===== config.mk =====
export PLATFORM = sky130hd
export DESIGN_NAME = alu_mc
export DESIGN_NICKNAME = d
export VERILOG_FILES = /design/src/rtl/alu_pkg.sv /design/src/rtl/alu_muldiv_iter.sv /design/src/rtl/alu_mc.sv
export SDC_FILE = /design/constraint.sdc
export NUM_CORES = 1
export LEC_CHECK = 0
export BUFFER_PORTS_ARGS = -buffer_cell sky130_fd_sc_hd__buf_4
export CAP_MARGIN = 30
export CELL_PAD_IN_SITES_DETAIL_PLACEMENT = 1
export CELL_PAD_IN_SITES_GLOBAL_PLACEMENT = 1
export CORE_MARGIN = 8
export CORE_UTILIZATION = 47
export DETAILED_ROUTE_END_ITERATION = 16
export PLACE_DENSITY_LB_ADDON = 0.1
export SKIP_CTS_REPAIR_TIMING = 1
export SLEW_MARGIN = 0
export SYNTH_ARGS = -nofsm -noshare
export SYNTH_HDL_FRONTEND = slang
export SYNTH_SLANG_ARGS = --single-unit

===== constraint.sdc =====
create_clock -name clk -period 4.8 [get_ports clk]
set_input_delay 0.24 -clock clk [delete_from_list [all_inputs] [get_ports clk]]
set_output_delay 0.24 -clock clk [all_outputs]
set_load 0.1 [all_outputs]

===== src/rtl/alu_pkg.sv =====
// Shared opcode encodings, FSM state type and op-class helper for the multi-cycle ALU.
// No logic; imported by alu_mc and alu_muldiv_iter.
// Exports: ALU_* opcode localparams, state_t (ST_IDLE/ST_BUSY/ST_DONE), is_iter(op).
package alu_pkg;

  localparam logic [3:0] ALU_ADD   = 4'b0000;
  localparam logic [3:0] ALU_SUB   = 4'b0001;
  localparam logic [3:0] ALU_AND   = 4'b0010;
  localparam logic [3:0] ALU_OR    = 4'b0011;
  localparam logic [3:0] ALU_XOR   = 4'b0100;
  localparam logic [3:0] ALU_SLL   = 4'b0101;
  localparam logic [3:0] ALU_SRL   = 4'b0110;
  localparam logic [3:0] ALU_SRA   = 4'b0111;
  localparam logic [3:0] ALU_SLT   = 4'b1000;
  localparam logic [3:0] ALU_SLTU  = 4'b1001;
  localparam logic [3:0] ALU_MUL   = 4'b1010;
  localparam logic [3:0] ALU_MULHU = 4'b1011;
  localparam logic [3:0] ALU_DIVU  = 4'b1100;
  localparam logic [3:0] ALU_REMU  = 4'b1101;

  typedef enum logic [1:0] {
    ST_IDLE = 2'd0,
    ST_BUSY = 2'd1,
    ST_DONE = 2'd2
  } state_t;

  // Ops that go through the radix-2 multiply/divide engine.
  function automatic logic is_iter(input logic [3:0] op);
    return (op == ALU_MUL) || (op == ALU_MULHU) || (op == ALU_DIVU) || (op == ALU_REMU);
  endfunction

endpackage


===== src/rtl/alu_muldiv_iter.sv =====
// Iterative unsigned MUL/MULHU/DIVU/REMU engine on a 2*WIDTH accumulator, one radix-2 step per cycle.
// Latency: done pulses WIDTH cycles after start (data independent); result is valid only while done=1.
// Backpressure: none; the caller must take the result in the done cycle and not restart while busy.
// Ports: clk, rst (sync, active high), start/op/a/b (operation capture), done (1-cycle pulse), result.
module alu_muldiv_iter
  import alu_pkg::*;
#(
  parameter int WIDTH = 32
) (
  input  logic             clk,
  input  logic             rst,
  input  logic             start,
  input  logic [3:0]       op,
  input  logic [WIDTH-1:0] a,
  input  logic [WIDTH-1:0] b,
  output logic             done,
  output logic [WIDTH-1:0] result
);

  localparam int SHW = $clog2(WIDTH);

  logic [2*WIDTH-1:0] acc_q;
  logic [2*WIDTH-1:0] acc_next;
  logic [WIDTH-1:0]   opnd_q;     // multiplicand for MUL*, divisor for DIV/REM
  logic [SHW-1:0]     cnt_q;
  logic               busy_q;
  logic               mul_q;
  logic               hi_q;       // take upper accumulator half (MULHU, REMU)
  logic               start_mul;
  logic [WIDTH:0]     mul_sum;
  logic [WIDTH:0]     div_trial;
  logic [WIDTH-1:0]   div_diff;

  assign start_mul = (op == ALU_MUL) || (op == ALU_MULHU);

  always_comb begin
    // Multiply: {hi, lo} with lo holding the remaining multiplier bits; add then shift right.
    mul_sum   = {1'b0, acc_q[2*WIDTH-1:WIDTH]} + {1'b0, (acc_q[0] ? opnd_q : {WIDTH{1'b0}})};
    // Divide: {rem, quot}; shift left one, trial-subtract divisor from the widened remainder.
    div_trial = acc_q[2*WIDTH-1:WIDTH-1];
    div_diff  = div_trial[WIDTH-1:0] - opnd_q;
    acc_next  = '0;
    if (mul_q) begin
      acc_next = {mul_sum, acc_q[WIDTH-1:1]};
    end else if (div_trial >= {1'b0, opnd_q}) begin
      // With a zero divisor this branch is always taken: quotient all ones, remainder = a.
      acc_next = {div_diff, acc_q[WIDTH-2:0], 1'b1};
    end else begin
      acc_next = {div_trial[WIDTH-1:0], acc_q[WIDTH-2:0], 1'b0};
    end
  end

  assign done   = busy_q && (cnt_q == '0);
  assign result = hi_q ? acc_next[2*WIDTH-1:WIDTH] : acc_next[WIDTH-1:0];

  always_ff @(posedge clk) begin
    if (rst) begin
      acc_q  <= '0;
      opnd_q <= '0;
      cnt_q  <= '0;
      busy_q <= 1'b0;
      mul_q  <= 1'b0;
      hi_q   <= 1'b0;
    end else if (start) begin
      mul_q  <= start_mul;
      hi_q   <= (op == ALU_MULHU) || (op == ALU_REMU);
      opnd_q <= start_mul ? a : b;
      acc_q  <= {{WIDTH{1'b0}}, (start_mul ? b : a)};
      cnt_q  <= SHW'(WIDTH - 1);
      busy_q <= 1'b1;
    end else if (busy_q) begin
      acc_q <= acc_next;
      cnt_q <= cnt_q - SHW'(1);
      if (cnt_q == '0) begin
        busy_q <= 1'b0;
      end
    end
  end

endmodule


===== src/rtl/alu_mc.sv =====
// Multi-cycle execute ALU: simple ops registered in one cycle, MUL/MULHU/DIVU/REMU iterate WIDTH cycles.
// Latency: out_valid from edge E+1 (simple) or E+WIDTH+1 (iterative) after acceptance edge E.
// Backpressure: result/zero held in DONE until out_ready; in_ready only in IDLE, one op in flight.
// Ports: clk, rst (sync, active high), in_valid/in_ready/a/b/alu_ctrl (request),
//        out_valid/out_ready/result/zero (registered response).
module alu_mc
  import alu_pkg::*;
#(
  parameter int WIDTH = 32,
  localparam int SHW = $clog2(WIDTH)
) (
  input  logic             clk,
  input  logic             rst,
  input  logic             in_valid,
  output logic             in_ready,
  input  logic [WIDTH-1:0] a,
  input  logic [WIDTH-1:0] b,
  input  logic [3:0]       alu_ctrl,
  output logic             out_valid,
  input  logic             out_ready,
  output logic [WIDTH-1:0] result,
  output logic             zero
);

  state_t           state_q;
  state_t           state_d;
  logic             live_q;      // low during reset so in_ready stays low until rst is released
  logic [WIDTH-1:0] result_q;
  logic             zero_q;
  logic             accept;
  logic             load;
  logic [WIDTH-1:0] load_val;
  logic [WIDTH-1:0] simple_res;
  logic [SHW-1:0]   shamt;
  logic             iter_done;
  logic [WIDTH-1:0] iter_result;

  assign in_ready  = live_q && (state_q == ST_IDLE);
  assign accept    = in_valid && in_ready;
  assign out_valid = (state_q == ST_DONE);
  assign result    = result_q;
  assign zero      = zero_q;
  assign shamt     = b[SHW-1:0];

  always_comb begin
    simple_res = '0;
    case (alu_ctrl)
      ALU_ADD:  simple_res = a + b;
      ALU_SUB:  simple_res = a - b;
      ALU_AND:  simple_res = a & b;
      ALU_OR:   simple_res = a | b;
      ALU_XOR:  simple_res = a ^ b;
      ALU_SLL:  simple_res = a << shamt;
      ALU_SRL:  simple_res = a >> shamt;
      ALU_SRA:  simple_res = $signed(a) >>> shamt;
      ALU_SLT:  simple_res = {{(WIDTH-1){1'b0}}, ($signed(a) < $signed(b))};
      ALU_SLTU: simple_res = {{(WIDTH-1){1'b0}}, (a < b)};
      default:  simple_res = '0;
    endcase
  end

  alu_muldiv_iter #(.WIDTH(WIDTH)) u_iter (
    .clk    (clk),
    .rst    (rst),
    .start  (accept && is_iter(alu_ctrl)),
    .op     (alu_ctrl),
    .a      (a),
    .b      (b),
    .done   (iter_done),
    .result (iter_result)
  );

  always_comb begin
    state_d  = state_q;
    load     = 1'b0;
    load_val = '0;
    case (state_q)
      ST_IDLE: begin
        if (accept) begin
          if (is_iter(alu_ctrl)) begin
            state_d = ST_BUSY;
          end else begin
            state_d  = ST_DONE;
            load     = 1'b1;
            load_val = simple_res;
          end
        end
      end
      ST_BUSY: begin
        if (iter_done) begin
          state_d  = ST_DONE;
          load     = 1'b1;
          load_val = iter_result;
        end
      end
      ST_DONE: begin
        if (out_ready) begin
          state_d = ST_IDLE;
        end
      end
      default: state_d = ST_IDLE;
    endcase
  end

  always_ff @(posedge clk) begin
    if (rst) begin
      state_q  <= ST_IDLE;
      live_q   <= 1'b0;
      result_q <= '0;
      zero_q   <= 1'b1;
    end else begin
      state_q <= state_d;
      live_q  <= 1'b1;
      if (load) begin
        result_q <= load_val;
        zero_q   <= (load_val == '0);
      end
    end
  end

endmodule


* After elaboration in Yosys (flattened, before gate mapping) *
Index checks and enable logic that the tools add are counted.

storage, ports and cells
  logic and storage cells = 86
  output and inout port bits = 35
  input bits = 72
  bits in registers = 140

operators by class
  equality and inequality tests = 18
  reduce and logical (&&, ||, !) cells = 15
  bitwise operators = 3
  order comparisons = 3
  $add $sub $neg = 5
  muxes and demuxes = 28
  shift operators = 3

operator list
  operator                                              number
  one-hot mux 32 bit (10 select lines)                  1
  2-to-1 mux 32 bit                                     9
  2-to-1 mux 64 bit                                     2
  < comparator 32 bit                                   2
  one-hot mux 32 bit (2 select lines)                   1
  subtractor 32 bit                                     2
  adder 32 x 32 -> 33 bit                               1
  >= comparator 33 x 32 -> 1 bit                        1
  adder 32 bit                                          1
  bitwise AND 32 bit                                    1
  zero test 32 bit                                      1
  OR 32 bit                                             1
  << shifter 32 x 5 -> 32 bit                           1
  >> shifter 32 x 5 -> 32 bit                           1
  >>> shifter 32 x 5 -> 32 bit                          1
  XOR 32 bit                                            1
  equality test 4 bit (second input constant)           6
  equality test 4 x 3 -> 1 bit (second input constant)  4
  2-to-1 mux 5 bit                                      2
  equality test 4 x 2 -> 1 bit (second input constant)  2
  2-to-1 mux 2 bit                                      4
  2-to-1 mux 1 bit                                      7
  one-hot mux 2 bit (3 select lines)                    1
  zero test 5 bit                                       1
  other kinds (14)                                      21

* Depth between registers and ports, before layout *
Gate-level depths: netlist of the first run.

  depth after elaboration = 8
  mapped depth = 19
  depth with buffers taken out = 17

* Modules after synthesis *
A second synthesis of the first run with hierarchy kept.

second synthesis, totals
  cell total of the unflattened synthesis = 2901
  area, all modules = 21370.5 sq um

by module, submodules not included
  module           seq. area each (sq um)  area each (sq um)  cells an instance  instances
  alu_mc           720.7                   11471.0            1601               1
  alu_muldiv_iter  2082.0                  9899.5             1300               1

* Least setup slack after synthesis of the first run *
OpenSTA, ideal clock, no wires.

  path kind = reg-to-reg
  from = register state_q[1]
  to = register zero_q (netlist: zero)
  path slack = -0.329 ns
  data required time = 4.716 ns
  period minus slack after synthesis = 5.129 ns
  library setup time = 0.084 ns
  stages on the path, launching flop included = 14
  path buffers = 1
  arrival = 5.045 ns
  cell sequence = dfxtp_1 nor3b_1 and2_1 a21oi_1 or2_2 clkbuf_1 or3_1 o32ai_1 and4_1 nand3_1 nor4_1 and4_1 nand4_1 o31ai_2

between the ends
  cells in the longest elaborated chain, start to end = 6
  elaborated cells on any way between the ends = 9
  classes of those cells = eq/ne (1); mux (4); reduce/logical (4)

RTL lines
  item                                 line           text
  from (decl)                          alu_mc.sv:25   state_t state_q;
  from (signal assigned)               alu_mc.sv:112  state_q <= state_d;
  zero test 2 bit *                    alu_mc.sv:38   assign in_ready = live_q && (state_q == ST_IDLE);
  logical AND 1 bit *                  alu_mc.sv:38
  net in_ready                         alu_mc.sv:15   output logic in_ready,
  logical AND 1 bit *                  alu_mc.sv:39   assign accept = in_valid && in_ready;
  2-to-1 mux 32 bit                    alu_mc.sv:79   if (accept) begin
  one-hot mux 32 bit (2 select lines)  alu_mc.sv:77   case (state_q)
  zero test 32 bit                     alu_mc.sv:116  zero_q <= (load_val == '0);
  to (signal assigned)                 alu_mc.sv:116
  to (decl)                            alu_mc.sv:29   logic zero_q;

Mark *: on every way through the listed nets, which the timed path passes. The rest lies on a longest branch.
A chain may end at the register's enable or synchronous reset.

* Final worst setup path of the first run *
  from = input port b[0]
  to = register zero_q (netlist: zero)

between the ends
  cells in the longest elaborated chain, start to end = 6
  elaborated cells on any way between the ends = 15
  classes of those cells = add/sub (2); order compare (2); shift (3); mux (4); bitwise (3); reduce/logical (1)

RTL lines
  item                                             line           text
  from (decl)                                      alu_mc.sv:17   input logic [WIDTH-1:0] b,
  subtractor 32 bit, or another cell as far along  alu_mc.sv:49   ALU_SUB: simple_res = a - b;
  one-hot mux 32 bit (10 select lines) *           alu_mc.sv:47   case (alu_ctrl)
  2-to-1 mux 32 bit *                              alu_mc.sv:80   if (is_iter(alu_ctrl)) begin
  2-to-1 mux 32 bit *                              alu_mc.sv:79
  one-hot mux 32 bit (2 select lines) *            alu_mc.sv:77
  zero test 32 bit *                               alu_mc.sv:116

Mark *: on every way between the ends. The rest lies on a longest branch, timed or not.

==> reports/summary.txt, run 1 <==
Worst-Margin Slew - 1.244 ns
Top FF cell, synth - dfxtp_1
GRT overflow - 0
syn_area_per_cell - 7.040 um^2
vias in the first global route - 26310
relative slew slack - 14.95%
final instance area - 23440 um^2
peak supply drop - 276.0 uV
Clock power frac - 25.6%
TritonCTS clock tree - yes
GR Util met2 - 70.42%
Hold Vio Cnt, Final - 0
Worst R2R Setup Slack - -0.02 ns
clock sinks - 140
mapped cell area - 21010 um^2
Synth cell types - 88
Yosys top cell area share - 13.34%
Rows - 77
Worst-Skew Late Latency - 0.45 ns
Detailed Route WL - 116.8 mm
I/O pin cnt - 107
port bufs - 106
initial core utilization - 47.52%
wire per inst - 32.25 um
Synth area leaders - dfxtp_1 13%, ha_1 9.7%, nand2_1 6.9%
FF+latch count, synth - 140
CP bufs+invs - 4
multiplexer area fraction after synthesis - 13.13%
Sw Share - 46.72%
H-tree Lvls - 4
largest net degree at the start of global routing - 84
share of layout cells above drive strength 1 - 13.97%
drc violations - 0
initial antenna violation count - 5
Setup CP Type - input port to flip-flop
core footprint - 44220 um^2
Compound-Gate Fraction of Synth Area - 30.47%
register share of total power - 22.2%
adder-cell share of the synthesized area - 10.09%
minimum clock period - 4.827 ns
Final TNS setup - -0.02700 ns
warnings from Yosys - 0
DP Worst Slack - -0.04193 ns
grt peak-use layer - met2
post-synthesis sequential area ratio - 13.34%
FILL cells - 5692
leakage power - 9.532 nW
Internal - 3.045 mW
Synth-to-Final Area Change - 11.56%
Async S/R FF share, synth - 0%
vias per inst - 7.229
count of nets after finishing - 3255
largest family of logic cells by synthesized area - compound AO/OA/AOI/OAI gates
clk slew on worst S/H paths - 0.06 ns
CP dominant cell by count - buf_4
Die H - 227.5 um
total number of vias - 26180
skew final - 0.009226 ns
pwr/cell area - 243.8 nW/um^2
max-slew violations - 0
Synth area leader - dfxtp_1
worst-path cell chain - buf_4 > buf_12 > buf_4 > mux4_2 > o22ai_1 > a211o_1 > a32oi_1 > a2111oi_0 > buf_4 > o22ai_1 > a31oi_1 > nor2b_1 > nand4_1 > nor3_1 > and4_1 > nand4_1 > o31ai_2
Max clock buf depth - 2
violated checks - setup timing
crit share post-route - 100.6%
Root Buffer - clkbuf_16
CP Capture Type - flip-flop
Net Sw Power - 2.671 mW
cell family with most CP delay - compound AO/OA/AOI/OAI gates
Synth Instances - 2985
Logic pwr share - 52.2%
met3 usage - 9.172%
met1 global-route usage - 52.30%
Mapped Nets - 3224
Max FO, Critical Path - 52
GR Util All Layers - 44.00%
crit path DAT - 5.17 ns
final worst slack - -0.02700 ns
post-DP HPWL - 89.18 mm
RSZ-0062 raised after global routing - no
drt first pass iters - 5
worst path required time - 5.14 ns
Hold WC Path Type - input port to flip-flop
first-pass GRT wire length - 172.1 mm
EDFF count, synth - 0
critical path's slowest cell - a2111oi_0
max incr delay on CP - 0.99 ns
Post-Synth XOR/XNOR Area - 3.126%
total CTS buffers - 17
Placer Congestion - 1.056
Die X - 227.5 um
crit path launch type - input port
count of final setup violators - 1
Placed Instances - 3588
DIE AREA - 51730 um^2
placed cell areas - 22750 um^2
worst hold margin - 0.08203 ns
Max-cap violations - 0
DRT antenna net count - 0
outcome - finished, violations left
Initial DRC Count - 3289
Simple-Gate Fraction of Synth Area - 22.20%
Finished Layout Cells - 3622
Peak Freq - 0.2072 GHz
==> state kept, by name, summed over array words and instances (netlist names) <==
register,flops
result,32
zero,1
live_q,1
u_iter.hi_q,1
u_iter.opnd_q,32
u_iter.acc_q,64
state_q,2
u_iter.cnt_q,5
u_iter.mul_q,1
u_iter.busy_q,1
==> area by class of cell <==
type	count	area (um^2)	share of cell area (%)
timing repair buffer	258	1999	8.529
multi-input combinational	2451	16700	71.24
inverter	148	555.5	2.370
tap	592	740.7	3.160
antenna	1	2.502	0.01067
clock inverter	14	181.4	0.7739
sequential	140	2813	12.00
clock buffer	18	450.4	1.921
==> metrics by stage <==
step | utilization [%] | power [mW]
6_report | 53.01 | 5.716
5_1_grt | 53.01 | 5.872
4_1_cts | 52.88 | 5.562
3_5_place_dp | 51.45 | 4.088
3_3_place_gp | 51.44 | 4.020
2_1_floorplan | - | 3.073
==> worst reg2reg max path: stages, from the launching register on <==
cell and delay [ns]:
dfxtp_1 0.49, inv_1 0.09, ha_2 0.40, nand4_1 0.21, or3_1 0.43, o311a_1 0.42
a21oi_4 0.25, nor2_2 0.10, buf_4 0.21, nand2_1 0.08, o21ai_0 0.19, mux4_2 0.52
o21ai_1 0.42, and3_1 0.22, and4_1 0.24, nand4_1 0.13, o31ai_2 0.30
==> cells in the mapped netlist (20+ instances only) <==
cell	instances
o31ai_1	24
nor3_1	42
a22oi_1	25
clkbuf_1	177
a21oi_1	284
a21o_1	39
buf_2	31
mux4_2	53
xor2_1	23
a211oi_1	45
buf_1	20
mux2i_1	126
nand2b_1	33
a31oi_1	37
xnor2_1	52
inv_1	146
nor2_1	326
a311oi_1	61
o22ai_1	24
ha_1	163
o21ai_0	160
and2_1	44
nand3_1	48
o211ai_1	63
o21bai_1	23
mux2_2	27
nand2_1	389
dfxtp_1	140
nor2b_1	26
a221oi_1	22
==> placed cells by master, fill, tap and decap left out, types with 25 or more instances in the layout <==
| master | instances |
|---|---|
| a211oi_1 | 45 |
| a21o_1 | 39 |
| a21oi_1 | 282 |
| a22oi_1 | 25 |
| a311oi_1 | 61 |
| a31oi_1 | 36 |
| and2_1 | 43 |
| buf_4 | 253 |
| dfxtp_1 | 136 |
| ha_1 | 160 |
| inv_1 | 146 |
| mux2_2 | 27 |
| mux2i_1 | 125 |
| mux4_2 | 53 |
| nand2_1 | 388 |
| nand2b_1 | 33 |
| nand3_1 | 48 |
| nor2_1 | 325 |
| nor2b_1 | 26 |
| nor3_1 | 42 |
| o211ai_1 | 63 |
| o21ai_0 | 159 |
| xnor2_1 | 52 |
==> kinds of logic (layout without fill, tap and decap cells) <==
family,after synthesis,after routing
compound gates,967,967
xor+xnor,75,75
fa+ha+maj,167,167
buf+inv,394,438
flops,140,140
mux,206,206
other cells,0,1
simple gates,1036,1036
==> final timing paths <==
kind	cells past startpoint	end	startpoint
worst max-delay path	17	zero	b[0]
worst min register to register	2	result[2]	result[2]
worst max register to register	16	zero	u_iter.opnd_q[10]
worst min-delay path	3	state_q[1]	out_ready
==> layer usage <==
layer / vias up / part of all wire (%)
li1: 11000 / -
met1: 12830 / 37
met2: 1821 / 44
met3: 522 / 10
met4: 4 / 8.5
met5: - / 0.021
==> power groups by stage <==
| stage | logic [mW] | registers [mW] | clock network (mW) |
|---|---|---|---|
| after floorplan | 1.73 | 1.34 | 0 |
| after global placement | 2.74 | 1.28 | 0 |
| after detailed placement | 2.80 | 1.29 | 0 |
| after CTS | 2.84 | 1.26 | 1.46 |
| after global routing | 3.10 | 1.27 | 1.50 |
| final | 2.99 | 1.27 | 1.46 |
Power figures use the tool's default switching activity.
==> run 2, diff against run 1 <==
Settings changed: CORE_MARGIN 8 to default, CORE_UTILIZATION 47 to 51.
Clock period 4.8 ns to 6 ns, I/O delays scaled along.
==> run 2 against run 1 <==
The flow now finishes without violations. Sequential power decreased by 20%. Clock skew rose by 0.0061 ns. Critical path depth decreased by 2. Setup slack gained 0.64 ns. Register-to-register slack gained 0.63 ns. Hold slack better by 0.048 ns. Combinational power down 24%. Via count is 0.38% lower. Highest routed layer unchanged.
==> reports/summary.txt, run 2 (same netlist as run 1, synthesis figures left out) <==
pwr/cell area - 192.6 nW/um^2 (was 243.8 nW/um^2)
max-slew violations - 0 (unchanged)
crit share post-route - 89.85%
count of final setup violators - 0 (was 1)
relative slew slack - 24.72% (was 14.95%)
drt first pass iters - 6 (was 5)
met1 wire length - 39.68 mm (was 42.76 mm)
Placed Instances - 3430 (was 3588)
skew final - 0.01533 ns (was 0.009226 ns)
Setup CP Type - flip-flop to flip-flop (was input port to flip-flop)
R2R depth - 15 (was 16)
share of layout cells above drive strength 1 - 10.86% (was 13.97%)
peak supply drop - 219.5 uV (was 276.0 uV)
diode count - 0 (was 1)
top layer used by detailed routing - met5 (unchanged)
Root Buffer - clkbuf_16 (unchanged)
initial core utilization - 52.29% (was 47.52%)
Detailed Route WL - 113.2 mm (was 116.8 mm)
drc violations - 0 (unchanged)
post-DP HPWL - 83.09 mm (was 89.18 mm)
clock sinks - 140 (unchanged)
Max-cap violations - 0 (unchanged)
minimum clock period - 5.391 ns
crit path launch type - flip-flop (was input port)
Hold WC Path Type - input port to flip-flop (unchanged)
DIE AREA - 42020 um^2 (was 51730 um^2)
multi-input combinational cell area - 16640 um^2 (was 16700 um^2)
met2 wire length - 48.54 mm (was 51.97 mm)
GR Util All Layers - 52.58% (was 44.00%)
RSZ-0062 raised after global routing - no (unchanged)
Max clock buf depth - 2 (unchanged)
register area - 2810 um^2 (was 2813 um^2)
Worst Hold End - state_q[1] (unchanged)
RR Startpoint - u_iter.acc_q[0] (was u_iter.opnd_q[10])
final worst slack - 0.6089 ns (was -0.02700 ns)
Worst-Margin Slew - 1.117 ns (was 1.244 ns)
worst path required time - 6.38 ns (was 5.14 ns)
Die X - 205.0 um (was 227.5 um)
outcome - complete, no violations (was finished, violations left)
Initial DRC Count - 3948 (was 3289)
total number of vias - 26080 (was 26180)
Worst-Skew Late Latency - 0.47 ns (was 0.45 ns)
GRT overflow - 0 (unchanged)
hold path cells - 3 (unchanged)
total CTS buffers - 17 (unchanged)
most common library cell in the layout ignoring fill and taps - nand2_1 (unchanged)
vias in the first global route - 26060 (was 26310)
Biggest register - u_iter.acc_q (unchanged)
clk slew on worst S/H paths - 0.07 ns (was 0.06 ns)
FILL cells - 5230 (was 5692)
Worst Min Path Start - out_ready (unchanged)
port bufs - 106 (unchanged)
count of nets after finishing - 3164 (was 3255)
H-tree Lvls - 4 (unchanged)
core footprint - 40190 um^2 (was 44220 um^2)
Worst R2R Setup Slack - 0.61 ns (was -0.02 ns)
crit path DAT - 5.77 ns (was 5.17 ns)
I/O pin cnt - 107 (unchanged)
Synth-to-Final Area Change - 7.210% (was 11.56%)
max FFs per register - 64 (unchanged)
Rows - 73 (was 77)
Placer Congestion - 1.051 (was 1.056)
largest net degree at the start of global routing - 98 (was 84)
CP Capture Type - flip-flop (unchanged)
leakage power - 9.046 nW (was 9.532 nW)
Die H - 205.0 um (was 227.5 um)
Finished Layout Cells - 3463 (was 3622)
WL met3 - 14.44 mm (was 12.16 mm)
initial antenna violation count - 3 (was 5)
DRT antenna net count - 0 (unchanged)
TritonCTS clock tree - yes (unchanged)
commonest non-fill, non-tap cells in the layout - 388 x nand2_1, 325 x nor2_1, 283 x a21oi_1, 163 x ha_1, 163 x buf_4 (was 388 x nand2_1, 325 x nor2_1, 282 x a21oi_1, 253 x buf_4, 160 x ha_1)
Peak Freq - 0.1855 GHz
Pwr Total - 4.338 mW (was 5.716 mW)
Max FO, Critical Path - 14 (was 52)
first-pass GRT wire length - 165.2 mm (was 172.1 mm)
wire per inst - 32.67 um (was 32.25 um)
Final TNS setup - 0 ns (was -0.02700 ns)
Hold Vio Cnt, Final - 0 (unchanged)
vias per inst - 7.532 (was 7.229)
DP Worst Slack - 0.8510 ns (was -0.04193 ns)
Worst R2R End - zero (unchanged)
run 2: changes by cell type in the layout (fill, tap and decap cells not counted), sizes merged:
cell / previous run / this run
clkinvlp: 0 / 2
diode: 1 / 0
inv: 153 / 157
clkbuf: 18 / 17
buf: 258 / 167
clkinv: 6 / 4
bufinv: 3 / 0
run 2: how the worst max path moves through the flow:
stage / startpoint / endpoint / slack [ns] / depth (start not counted)
2_1_floorplan: state_q[1] / zero / 0.87 / 13
5_1_grt: u_iter.opnd_q[8] / zero / 0.49 / 16
6_report: u_iter.acc_q[0] / zero / 0.61 / 15
3_3_place_gp: b[0] / zero / 1.04 / 16
3_5_place_dp: b[0] / zero / 0.85 / 16
4_1_cts: u_iter.acc_q[0] / zero / 0.91 / 16
run 2: layer usage:
layer | GRT usage (%) | up-vias
li1 | - | 10800
met1 | 62.31 | 12430
met2 | 81.18 | 2144
met3 | 13.38 | 709
met4 | 40.45 | 2
met5 | 0 | -
run 2: final cells by class:
class,instances,area share [%]
Clock buffer,17,1.888
Clock inverter,15,0.5665
Inverter,148,2.466
Multi-Input combinational cell,2451,73.87
Sequential cell,140,12.47
Tap cell,525,2.916
Timing Repair Buffer,167,5.820
run 2: metrics by stage:
| stage | utilization (%) | instance area, um^2 | hold slack [ns] |
|---|---|---|---|
| after global placement | 54.61 | 21950 | 0.4456 |
| final | 56.06 | 22530 | 0.1299 |
| after floorplan | - | 21010 | 0.4590 |
| after CTS | 55.99 | 22500 | 0.1328 |
| after detailed placement | 54.61 | 21950 | 0.4493 |
| after global routing | 56.06 | 22530 | 0.1495 |
run 2: where the power goes:
part	switching, mW	internal [mW]
clock network	0.512	0.542
logic	1.54	0.723
registers	0.0531	0.965
run 2: critical path: stages, from the launching register on:
cell and delay (ns):
dfxtp_1 0.73, and2_1 0.22, ha_1 0.29, a21oi_1 0.32
o21ai_0 0.35, a21oi_1 0.52, o21bai_1 0.21, a31oi_1 0.36
mux2i_1 0.16, a221o_1 0.33, o21ai_0 0.35, o31ai_1 0.30
nor3_1 0.30, and4_1 0.45, nand4_1 0.18, o31ai_2 0.24
